## src/rtl/adder_tree_sched.sv

```systemverilog
// Round-robin scheduler that feeds one shared adder_tree from N_CHAN channels and tags each sum with its channel.
// Latency: out_valid/out_chan/out_result appear LATENCY+1 edges after the accepting edge; ADDER_TREE_SCHED_STATS_EN adds grant_count.
// Backpressure: one grant per cycle through req_ready; no output backpressure; flush stops grants and drains in-flight sums.
module adder_tree_sched #(
  parameter int N_CHAN       = 4,
  parameter int N            = 8,
  parameter int DATA_WIDTH   = 16,
  parameter int LATENCY      = $clog2(N),
  parameter int RESULT_WIDTH = DATA_WIDTH + $clog2(N) + (((N > 1) && ((N & (N - 1)) == 0)) ? 1 : 0)
) (
  input  logic                           clock,
  input  logic                           reset,
  input  logic [N_CHAN-1:0]              req_valid,
  output logic [N_CHAN-1:0]              req_ready,
  input  logic [N_CHAN*N*DATA_WIDTH-1:0] req_data,
  output logic [N*DATA_WIDTH-1:0]        tree_data,
  input  logic [RESULT_WIDTH-1:0]        tree_result,
  input  logic                           flush,
  output logic                           flush_done,
  output logic                           out_valid,
  output logic [$clog2(N_CHAN)-1:0]      out_chan,
  output logic [RESULT_WIDTH-1:0]        out_result
`ifdef ADDER_TREE_SCHED_STATS_EN
  ,
  output logic [N_CHAN*16-1:0]           grant_count
`endif
);

  localparam int CW = $clog2(N_CHAN);
  localparam int VW = N * DATA_WIDTH;

  typedef enum logic [1:0] {IDLE, RUN, DRAIN} state_t;

  typedef struct packed {
    logic          vld;
    logic [CW-1:0] chan;
  } tag_t;

  state_t               state;
  logic [CW-1:0]        last_grant;
  tag_t [LATENCY:0]     tag_pipe;
  logic                 flush_hold;

  logic [N_CHAN-1:0]    grant;
  logic [CW-1:0]        grant_idx;
  logic [CW-1:0]        cand;
  logic                 found;
  logic                 can_grant;
  logic                 xfer;
  logic                 pipe_empty;

  // First requester after last_grant, wrapping modulo N_CHAN.
  always_comb begin
    grant     = '0;
    grant_idx = '0;
    cand      = '0;
    found     = 1'b0;
    for (int i = 1; i <= N_CHAN; i++) begin
      cand = CW'((int'(last_grant) + i) % N_CHAN);
      if (!found && req_valid[cand]) begin
        found           = 1'b1;
        grant_idx       = cand;
        grant[cand]     = 1'b1;
      end
    end
  end

  assign can_grant = !reset && !flush && (state != DRAIN);
  assign req_ready = can_grant ? grant : '0;
  assign xfer      = can_grant && found;

  always_comb begin
    pipe_empty = 1'b1;
    for (int k = 0; k <= LATENCY; k++) begin
      if (tag_pipe[k].vld) pipe_empty = 1'b0;
    end
  end

  always_ff @(posedge clock) begin
    if (reset) begin
      state      <= IDLE;
      last_grant <= CW'(N_CHAN - 1);
      tag_pipe   <= '0;
      flush_hold <= 1'b0;
      tree_data  <= '0;
      out_valid  <= 1'b0;
      out_chan   <= '0;
      out_result <= '0;
      flush_done <= 1'b0;
    end else begin
      flush_done       <= 1'b0;
      tag_pipe[0].vld  <= xfer;
      tag_pipe[0].chan <= grant_idx;
      for (int k = 1; k <= LATENCY; k++) begin
        tag_pipe[k] <= tag_pipe[k-1];
      end
      out_valid <= tag_pipe[LATENCY].vld;
      // Only load on a live tag so a discarded or idle tree output never leaks out.
      if (tag_pipe[LATENCY].vld) begin
        out_chan   <= tag_pipe[LATENCY].chan;
        out_result <= tree_result;
      end
      if (xfer) begin
        tree_data  <= req_data[grant_idx*VW +: VW];
        last_grant <= grant_idx;
      end

      case (state)
        IDLE: begin
          if (!flush) begin
            flush_hold <= 1'b0;
            if (xfer) state <= RUN;
          end else if (!flush_hold) begin
            if (pipe_empty) begin
              flush_done <= 1'b1;
              flush_hold <= 1'b1;
            end else begin
              state <= DRAIN;
            end
          end
        end
        RUN: begin
          if (flush) begin
            if (pipe_empty) begin
              state      <= IDLE;
              flush_done <= 1'b1;
              flush_hold <= 1'b1;
            end else begin
              state <= DRAIN;
            end
          end else if (!xfer && pipe_empty) begin
            state <= IDLE;
          end
        end
        DRAIN: begin
          if (pipe_empty) begin
            state      <= IDLE;
            flush_done <= 1'b1;
            flush_hold <= flush;
          end
        end
        default: state <= IDLE;
      endcase
    end
  end

`ifdef ADDER_TREE_SCHED_STATS_EN
  logic [N_CHAN-1:0][15:0] cnt;

  always_ff @(posedge clock) begin
    if (reset) begin
      cnt <= '0;
    end else if (xfer && (cnt[grant_idx] != 16'hFFFF)) begin
      cnt[grant_idx] <= cnt[grant_idx] + 16'd1;
    end
  end

  assign grant_count = cnt;
`endif

endmodule

```

## config.mk

```make
export PLATFORM = sky130hd
export DESIGN_NAME = adder_tree_sched
export DESIGN_NICKNAME = d
export VERILOG_FILES = /design/src/rtl/adder_tree_sched.sv
export SDC_FILE = /design/constraint.sdc
export NUM_CORES = 1
export LEC_CHECK = 0
export ABC_CLOCK_PERIOD_IN_PS = 5500
export BUFFER_PORTS_ARGS = -buffer_cell sky130_fd_sc_hd__buf_2
export CAP_MARGIN = 20
export CORE_AREA = 2 2 272 274
export CTS_CLUSTER_DIAMETER = 40
export DETAILED_ROUTE_END_ITERATION = 7
export DIE_AREA = 0 0 274 276
export SYNTH_ARGS = -nofsm -noshare
export SYNTH_HDL_FRONTEND = slang
export SYNTH_SLANG_ARGS = --single-unit
```

## constraint.sdc

```tcl
create_clock -name clock -period 5.5 [get_ports clock]
set_input_delay 0.825 -clock clock [delete_from_list [all_inputs] [get_ports clock]]
set_output_delay 0.825 -clock clock [all_outputs]
set_load 0.05 [all_outputs]
```

**After elaboration in Yosys (flattened, before gate mapping)**

Index checks and enable logic that the tools add are counted.

- Add/subtract/negate cells: 4
- Order comparisons: 8
- Eq/ne operators: 10
- Shifts and indexed selects: 1
- Multiplexer cells: 53
- Bitwise logic cells: 3
- Reductions and logical operators: 21

Operators by type and width:

| operator | number |
|---|---|
| variable part select 512 x 10 -> 128 bit | 1 |
| two-way mux 1 bit | 25 |
| two-way mux 2 bit | 12 |
| two-way mux 4 bit | 5 |
| less-than comparator 2 x 3 -> 1 bit (second input constant) | 4 |
| != test 3 bit (second input constant) | 4 |
| OR 4 bit | 3 |
| logical AND 1 bit | 11 |
| binary-select mux 1 bit (select 2 bit) | 4 |
| demux 1 bit (select 2 bit) | 4 |
| >= comparator 2 x 1 -> 1 bit (second input constant) | 4 |
| != test 2 bit (second input constant) | 4 |
| zero test 1 bit | 6 |
| case mux 1 bit (3 select lines) | 2 |
| case mux 2 bit (3 select lines) | 1 |
| AND reduction 5 bit | 1 |
| adder 2 x 1 -> 2 bit (second input constant) | 2 |
| adder 2 bit (second input constant) | 2 |
| AND reduction 4 bit | 1 |
| nonzero test 3 bit | 1 |
| == test 2 x 1 -> 1 bit (second input constant) | 1 |
| == test 2 bit (second input constant) | 1 |
| zero test 2 bit | 1 |

- Register bits after elaboration: 169
- Input bits: 539
- Logic and storage cells: 116

**Depth between registers and ports, before layout**

Gate-level depths: netlist (run 1).

- Depth after elaboration: 19
- Gate-level depth with buffers: 13
- Gate-level depth less buffers: 9

**Worst setup path after synthesis (run 1)**

OpenSTA, ideal clock, no wires.

- Path type: register -> output
- Start: reg last_grant[0]
- End: out req_ready[0]
- Arrival time: 2.932 ns
- Data required time: 4.675 ns
- Slack: 1.743 ns
- Cell stages (with the launch flop): 12
- Buffers on the path: 3
- Path through: dfxtp_1 -> buf_4 -> inv_1 -> ha_1 -> buf_6 -> mux4_2 -> nor2b_4 -> buf_6 -> a22oi_1 -> nor2_1 -> a21oi_1 -> a21oi_1

- Word-level cells in the longest chain between the ends: 14

Ends and longest elaborated chain:

| element | RTL line | text |
|---|---|---|
| from (decl) | 40 | `logic [CW-1:0] last_grant;` |
| from (signal assigned) | 82 | `last_grant <= CW'(N_CHAN - 1);` |
| from (signal assigned) | 105 | `last_grant <= grant_idx;` |
| parallel branches: the longest is 12 deep, another holds less-than comparator 2 x 3 -> 1 bit | n/a |  |
| two-way mux 4 bit (*) | 60 | `if (!found && req_valid[cand]) begin` |
| two-way mux 4 bit (*) | 69 | `assign req_ready = can_grant ? grant : '0;` |
| to (decl) | 14 | `output logic [N_CHAN-1:0] req_ready,` |

Mark *: on every way between the ends. The select of a mux whose other input is x is not followed.

**Final worst setup path (run 1)**

- Start: reg last_grant[1]
- End: reg tree_data[75]

- Word-level cells in the longest chain between the ends: 14

Ends and longest elaborated chain:

| element | RTL line | text |
|---|---|---|
| adder 2 x 1 -> 2 bit | 59 | `cand = CW'((int'(last_grant) + i) % N_CHAN);` |
| binary-select mux 1 bit (select 2 bit) | 60 |  |
| two-way mux 1 bit (implied by the code) | 60 |  |
| two-way mux 1 bit | 60 |  |
| zero test 1 bit | 60 |  |
| logical AND 1 bit | 60 |  |
| two-way mux 1 bit | 60 |  |
| zero test 1 bit | 60 |  |
| logical AND 1 bit | 60 |  |
| two-way mux 1 bit | 60 |  |
| zero test 1 bit | 60 |  |
| logical AND 1 bit | 60 |  |
| two-way mux 2 bit / two-way mux 1 bit (equally long branches) | 60 |  |
| variable part select 512 x 10 -> 128 bit / logical AND 1 bit (equally long branches) | 104, 70 |  |
| to (signal assigned) | 104 | `tree_data <= req_data[grant_idx*VW +: VW];` |
| to (decl) | 16 | `output logic [N*DATA_WIDTH-1:0] tree_data,` |

Several ways; a longest one is shown, not always the timed one. The select of a mux whose other input is x is not followed.
A chain may end at the register's enable or synchronous reset.

==> impl_metrics.yaml, run 1 <==
place:
  place_congestion: 0.855
  dp_hpwl_mm: 37.6
  portBuffers: 694
critical_path:
  crit_arrival_ns: 4.40
  worstSetupPathDepth: 11
  cpMostUsedCell: "buf_4"
  reg2reg_to: "tree_data[75]"
  crit_path_top_delay_cell: "mux4_2"
  cp.required_ns: 5.82
  worst-path-max-fanout: 36
  r2r_start: "last_grant[1]"
  cp-end-kind: "flop"
  cp_top_family: "buffers and inverters"
  reg2reg_slack_ns: 1.42
  crit_chain: "inv_1 -> ha_1 -> mux4_2 -> nor2b_4 -> o2111ai_4 -> buf_4 -> buf_4 -> buf_4 -> and3_1 -> a211oi_1 -> o31ai_2"
  worstSetupPathType: "flop to flop"
  crit_path_end: "tree_data[75]"
  worst-path-buf-inv: 4
  crit_path_start: "last_grant[1]"
  reg2regPathDepth: 11
  critPathLaunchType: "flop"
  slowest_delay_ns: 0.63
logic_synthesis:
  syn_inst: 1261
  syn_area_sq_um: 11300
  yosysUniqueCellTypes: 47
  ys_warn_count: 0
  syn_area_per_cell_sq_um: 8.95
  synth_top_area_share: 0.300
  ys_seq_area_frac: 0.300
  synth_ff_type: "dfxtp_1"
  synth_edf_count: 0
  yosys-top-cells-area: "dfxtp_1 30%, a211oi_1 17%, and3_1 14%"
  synth.net_count: 1813
  synth_seq_cells: 169
  yosysTopAreaCell: "dfxtp_1"
  ys_async_sr_fraction: 0
power_and_ir_drop:
  power_leakage_nw: 7.42
  ir_drop_v: 0.000275
  seq_power_share: 0.190
  clockPowerShare: 0.127
  combPwrFrac: 0.684
  p_sw_mw: 5.73
  swShare: 0.568
  power_density_nw_per_um2: 624
  power.internal_mw: 4.35
clock_network:
  cts_tree: "built"
  htreeDepth: 4
  cts_buffers: 17
  clock_path_buffers: 2
  path_clk_slew_ns: 0.08
  holdBufCountCts: 0
  cts_root_buf: "clkbuf_16"
  cts_sinks: 169
  postCtsSetupRepairBufs: 0
  cts_resized: 0
  clkLatencyLatePin_ns: 0.47
final_layout:
  drive_gt1_frac: 0.471
  final_nets: 2385
  area_delta_synth_final_pct: 43.1
  fillers: 8077
floorplan:
  die_h_um: 276
  io_pins: 695
  start_util: 0.156
  num_rows: 99
  core_area_sq_um: 72600
  dieArea_sq_um: 75600
  die_x_um: 274
drt:
  drt_pass1_iterations: 6
  antenna_left: 0
  wl_per_cell_um: 18.1
  via_per_inst: 4.51
  drt_iter0_drc: 684
  drcViolationCount: 0
  routed_wl_mm: 50.9
  vias: 12700
global_routing:
  grt_antenna_before_repair: 4
  grtUsageTotal: 0.128
  grt-ovfl-total: 0
  grt_max_degree: 150
  grt_pass1_wl_mm: 74.9
  grt_pass1_vias: 12200
sta:
  finalClockSkew_ns: 0.0158
  fin_crit_sh: 0.741
  relSlewSlack: 0.452
  finalSetupViolations: 0
  tightestPinTransition_ns: 0.822
  rsz0062_at_grt: "false"
  timing.fmax_ghz: 0.245
  slew_violations: 0
  hold_viol: 0
  final.setup.tns_ns: 0
  holdWs_ns: 0.436
  min_period_ns: 4.08
worst_hold_path:
  hp-class: "flop to flop"
run_status:
  status: "complete, no violations"
flow_run:
  maxCapViolations: 0
[cells by family after synthesis]
kind of cell             synth area share
AO/OA/AOI/OAI                       0.326
buffers and inverters              0.0719
flip-flops                          0.300
adder cells (fa/ha/maj)            0.0144
AND/OR/NAND/NOR                     0.257
multiplexers                       0.0314
[cell type report]
class	count	area, sq um	share of cell area
Clock buffer	17	425	0.0263
Tap cell	959	1200	0.0743
Antenna cell	2	5.00	0.000310
Multi-Input combinational cell	917	7120	0.441
Inverter	7	26.3	0.00163
Clock inverter	15	168	0.0104
Timing Repair Buffer	721	3830	0.237
Sequential cell	169	3380	0.209
[placed cells by master, fill, tap and decap left out, types with 15 or more instances in the layout]
cell type,instances
buf_4,16
o31ai_2,98
buf_2,693
and3_1,256
a211oi_1,257
clkbuf_16,17
o31ai_1,30
nand3b_1,128
nor2_1,31
dfxtp_1,169
mux2i_1,23
a21oi_1,15
[cell usage after synthesis (2+ instances only)]
cell type  count
buf_2         55
nand2b_1       3
buf_4         13
ha_1          13
mux2i_1       23
or3_1          2
nor2b_4        2
nand3b_1     128
a22oi_1        4
a211oi_1     257
o21ai_1        3
o31ai_2       98
inv_1          6
and3_1       256
a21oi_1       15
mux4_2         4
o31ai_1       30
dfxtp_1      169
nor2b_1       12
buf_1          5
clkbuf_1      90
nand2_1        5
nor2_1        31
mux2_2         3
nand3_1        4
buf_6          5
o21ai_0        4
nor3_1         2
[state kept, by name, summed over array words and instances (netlist names)]
name and count:
flush_done 1, flush_hold 1, last_grant 2, out_chan 2, out_result 20, out_valid 1
state 2, tag_pipe 12, tree_data 128
[through the flow]
stage	area (sq um)	instances	setup WS, ns	utilization	power [mW]
after floorplan	11300	1261	1.74	-	7.05
after global placement	15600	2773	1.60	0.214	8.84
after detailed placement	15600	2773	1.52	0.214	8.87
after CTS	16200	2805	1.46	0.223	10.2
after global routing	16200	2805	1.17	0.223	10.7
final	16200	2807	1.42	0.223	10.1
[worst min path at each step]
stage / depth (start not counted) / start / endpoint
after floorplan: 1 / tag_pipe[7] / tag_pipe[10]
after global placement: 1 / tag_pipe[4] / tag_pipe[7]
after detailed placement: 1 / tag_pipe[0] / tag_pipe[3]
after CTS: 1 / tag_pipe[0] / tag_pipe[3]
after global routing: 1 / tag_pipe[0] / tag_pipe[3]
final: 1 / tag_pipe[4] / tag_pipe[7]
[routing by layer]
metal / vias to the layer above / GRT usage / routed length, um
met5: - / 0 / 31
met4: 4 / 0.0452 / 1240
met1: 6011 / 0.153 / 21200
met2: 530 / 0.216 / 24500
met3: 52 / 0.0377 / 3960
li1: 6057 / - / -
[power by group through the flow]
stage                     Combinational, mW  Clock, mW  Sequential (mW)
after global routing                   7.37       1.39             1.97
after floorplan                        3.62          0             3.43
after CTS                              6.94       1.35             1.92
after detailed placement               6.93          0             1.94
final                                  6.89       1.28             1.91
after global placement                 6.92          0             1.92
No activity file was read; power rests on OpenSTA's default activity.
==> run 2: changes to the inputs <==
==> config.mk (replaced) <==
export PLATFORM = sky130hd
export DESIGN_NAME = adder_tree_sched
export DESIGN_NICKNAME = d
export VERILOG_FILES = /design/src/rtl/adder_tree_sched.sv
export SDC_FILE = /design/constraint.sdc
export NUM_CORES = 1
export LEC_CHECK = 0
export ABC_CLOCK_PERIOD_IN_PS = 3800
export BUFFER_PORTS_ARGS = -buffer_cell sky130_fd_sc_hd__buf_2
export CAP_MARGIN = 20
export CORE_AREA = 2 2 268 270
export CTS_CLUSTER_DIAMETER = 40
export DETAILED_ROUTE_END_ITERATION = 7
export DIE_AREA = 0 0 270 272
export SYNTH_ARGS = -nofsm -noshare
export SYNTH_HDL_FRONTEND = slang
export SYNTH_SLANG_ARGS = --single-unit
==> constraint.sdc (replaced) <==
create_clock -name clock -period 3.8 [get_ports clock]
set_input_delay 0.57 -clock clock [delete_from_list [all_inputs] [get_ports clock]]
set_output_delay 0.57 -clock clock [all_outputs]
set_load 0.05 [all_outputs]
==> run 2 against run 1 <==
Register-to-register slack worse by 0.94 ns. Combinational power is 48% higher. Sequential share of layout area is 0.39 points lower. Utilization is 1.0 points higher. Global-route usage is 0.12 points higher. Wire length is 2.1% lower. Non-clock buffer count is 30 higher. Flip-flop and latch count stayed put. Count of clock-buffer cells in the layout stayed put. Critical path depth is 3 lower. Largest power group unchanged.
==> impl_metrics.yaml, run 2 (synthesized netlist as in run 1, its figures left out) <==
final_layout:
  stdcell_area_sq_um: 16500
  final_common_cell: "buf_2"
  instances_no_fill: 2829
  regMostFlops: "tree_data"
  layout_common_cells: "693 x buf_2, 257 x a211oi_1, 256 x and3_1"
  largest_reg_flops: 128
  drive_gt1_frac: 0.480
  reg.largest.list: "tree_data: 128 flops, out_result: 20 flops, tag_pipe: 12 flops"
  final_nets: 2415
  area_delta_synth_final_pct: 45.8
critical_path:
  crit_arrival_ns: 2.90
  cp-end-kind: "output pin"
  cp.required_ns: 3.23
  worst-path-max-fanout: 12
  worstSetupPathType: "flop to output pin"
  critPathLaunchType: "flop"
floorplan:
  dieArea_sq_um: 73400
  start_util: 0.160
  core_area_sq_um: 70800
  die_x_um: 270
  die_h_um: 272
  io_pins: 695
  num_rows: 98
place:
  placed_area_sq_um: 15800
  dp.cells: 2794
  portBuffers: 694
  place_congestion: 0.853
  place_ws_ns: 0.562
  dp_hpwl_mm: 37.6
clock_network:
  cts_root_buf: "clkbuf_16"
  cts_resized: 0
  holdBufCountCts: 0
  postCtsSetupRepairBufs: 0
  clock_path_buffers: 2
  cts_sinks: 169
  cts_buffers: 17
  path_clk_slew_ns: 0.08
  htreeDepth: 4
  cts_tree: "built"
  clkLatencyLatePin_ns: 0.48
run_status:
  status: "complete, no violations"
sta:
  final.setup.tns_ns: 0
  rsz0062_at_grt: "false"
  timing.fmax_ghz: 0.288
  finalSetupViolations: 0
  relSlewSlack: 0.491
  fin_ws_ns: 0.330
  hold_viol: 0
  min_period_ns: 3.47
  fin_crit_sh: 0.913
  finalClockSkew_ns: 0.0167
  holdWs_ns: 0.327
  tightestPinTransition_ns: 0.763
  slew_violations: 0
flow_run:
  maxCapViolations: 0
worst_hold_path:
  hp-class: "input pin to flop"
global_routing:
  grtUsageTotal: 0.129
  grt_pass1_vias: 12400
  grt-ovfl-total: 0
  grt_antenna_before_repair: 4
  grt_pass1_wl_mm: 73.8
  grt_max_degree: 153
drt:
  wl_per_cell_um: 17.6
  vias: 12700
  antenna_left: 0
  drt_iter0_drc: 687
  drcViolationCount: 0
  via_per_inst: 4.48
  drt_pass1_iterations: 5
  routed_wl_mm: 49.9
power_and_ir_drop:
  power_density_nw_per_um2: 906
  power_leakage_nw: 7.60
  ir_drop_v: 0.000512
## run 2: changes by cell type in the layout (fill, tap and decap cells not counted)
cell	change
buf_4	+25
buf_12	+5
clkinv_8	+2
inv_8	-2
bufinv_16	+1
clkinv_4	-1
diode_2	+1
## run 2: through the flow
stage | utilization | total power [mW]
detailed placement | 0.224 | 13.0
global route | 0.233 | 15.9
floorplan | - | 10.2
finish | 0.233 | 14.9
CTS | 0.233 | 15.1
global placement | 0.224 | 13.0
## run 2: cell type report
type	instances	area, sq um
diodes	3	7.51
clock buffers	17	425
clock inverters	15	199
fillers	7836	54300
inverters	7	26.3
multi-input cells	917	7120
flip-flops and latches	169	3380
well taps	950	1190
repair buffers	751	4120
## run 2: path summary, 6_finish.rpt
path                  start             to  slack (ns)  cells after the start
min          tree_result[0]  out_result[0]        0.33                      3
max           last_grant[0]   req_ready[3]        0.33                      8
min reg2reg     tag_pipe[4]    tag_pipe[7]        0.44                      1
max reg2reg   last_grant[1]  tree_data[63]        0.48                      9
## run 2: worst max-delay path, stage by stage (launching register included)
cell	delay [ns]
dfxtp_1	0.33
inv_1	0.11
ha_1	0.35
buf_4	0.17
mux4_2	0.45
nor2_1	0.36
nand3_1	0.17
a21oi_1	0.18
buf_2	0.29
## run 2: per-layer routing
layer | GRT usage | share of wire | vias up
met4 | 0.0535 | 0.029 | 2
met3 | 0.0390 | 0.064 | 76
met5 | 0 | 0.00026 | -
met1 | 0.153 | 0.42 | 6000
li1 | - | - | 6117
met2 | 0.217 | 0.48 | 487
## run 2: power breakdown
part,internal [mW],switching [mW]
Combinational,3.19,7.02
Clock,0.955,0.968
Sequential,2.43,0.349
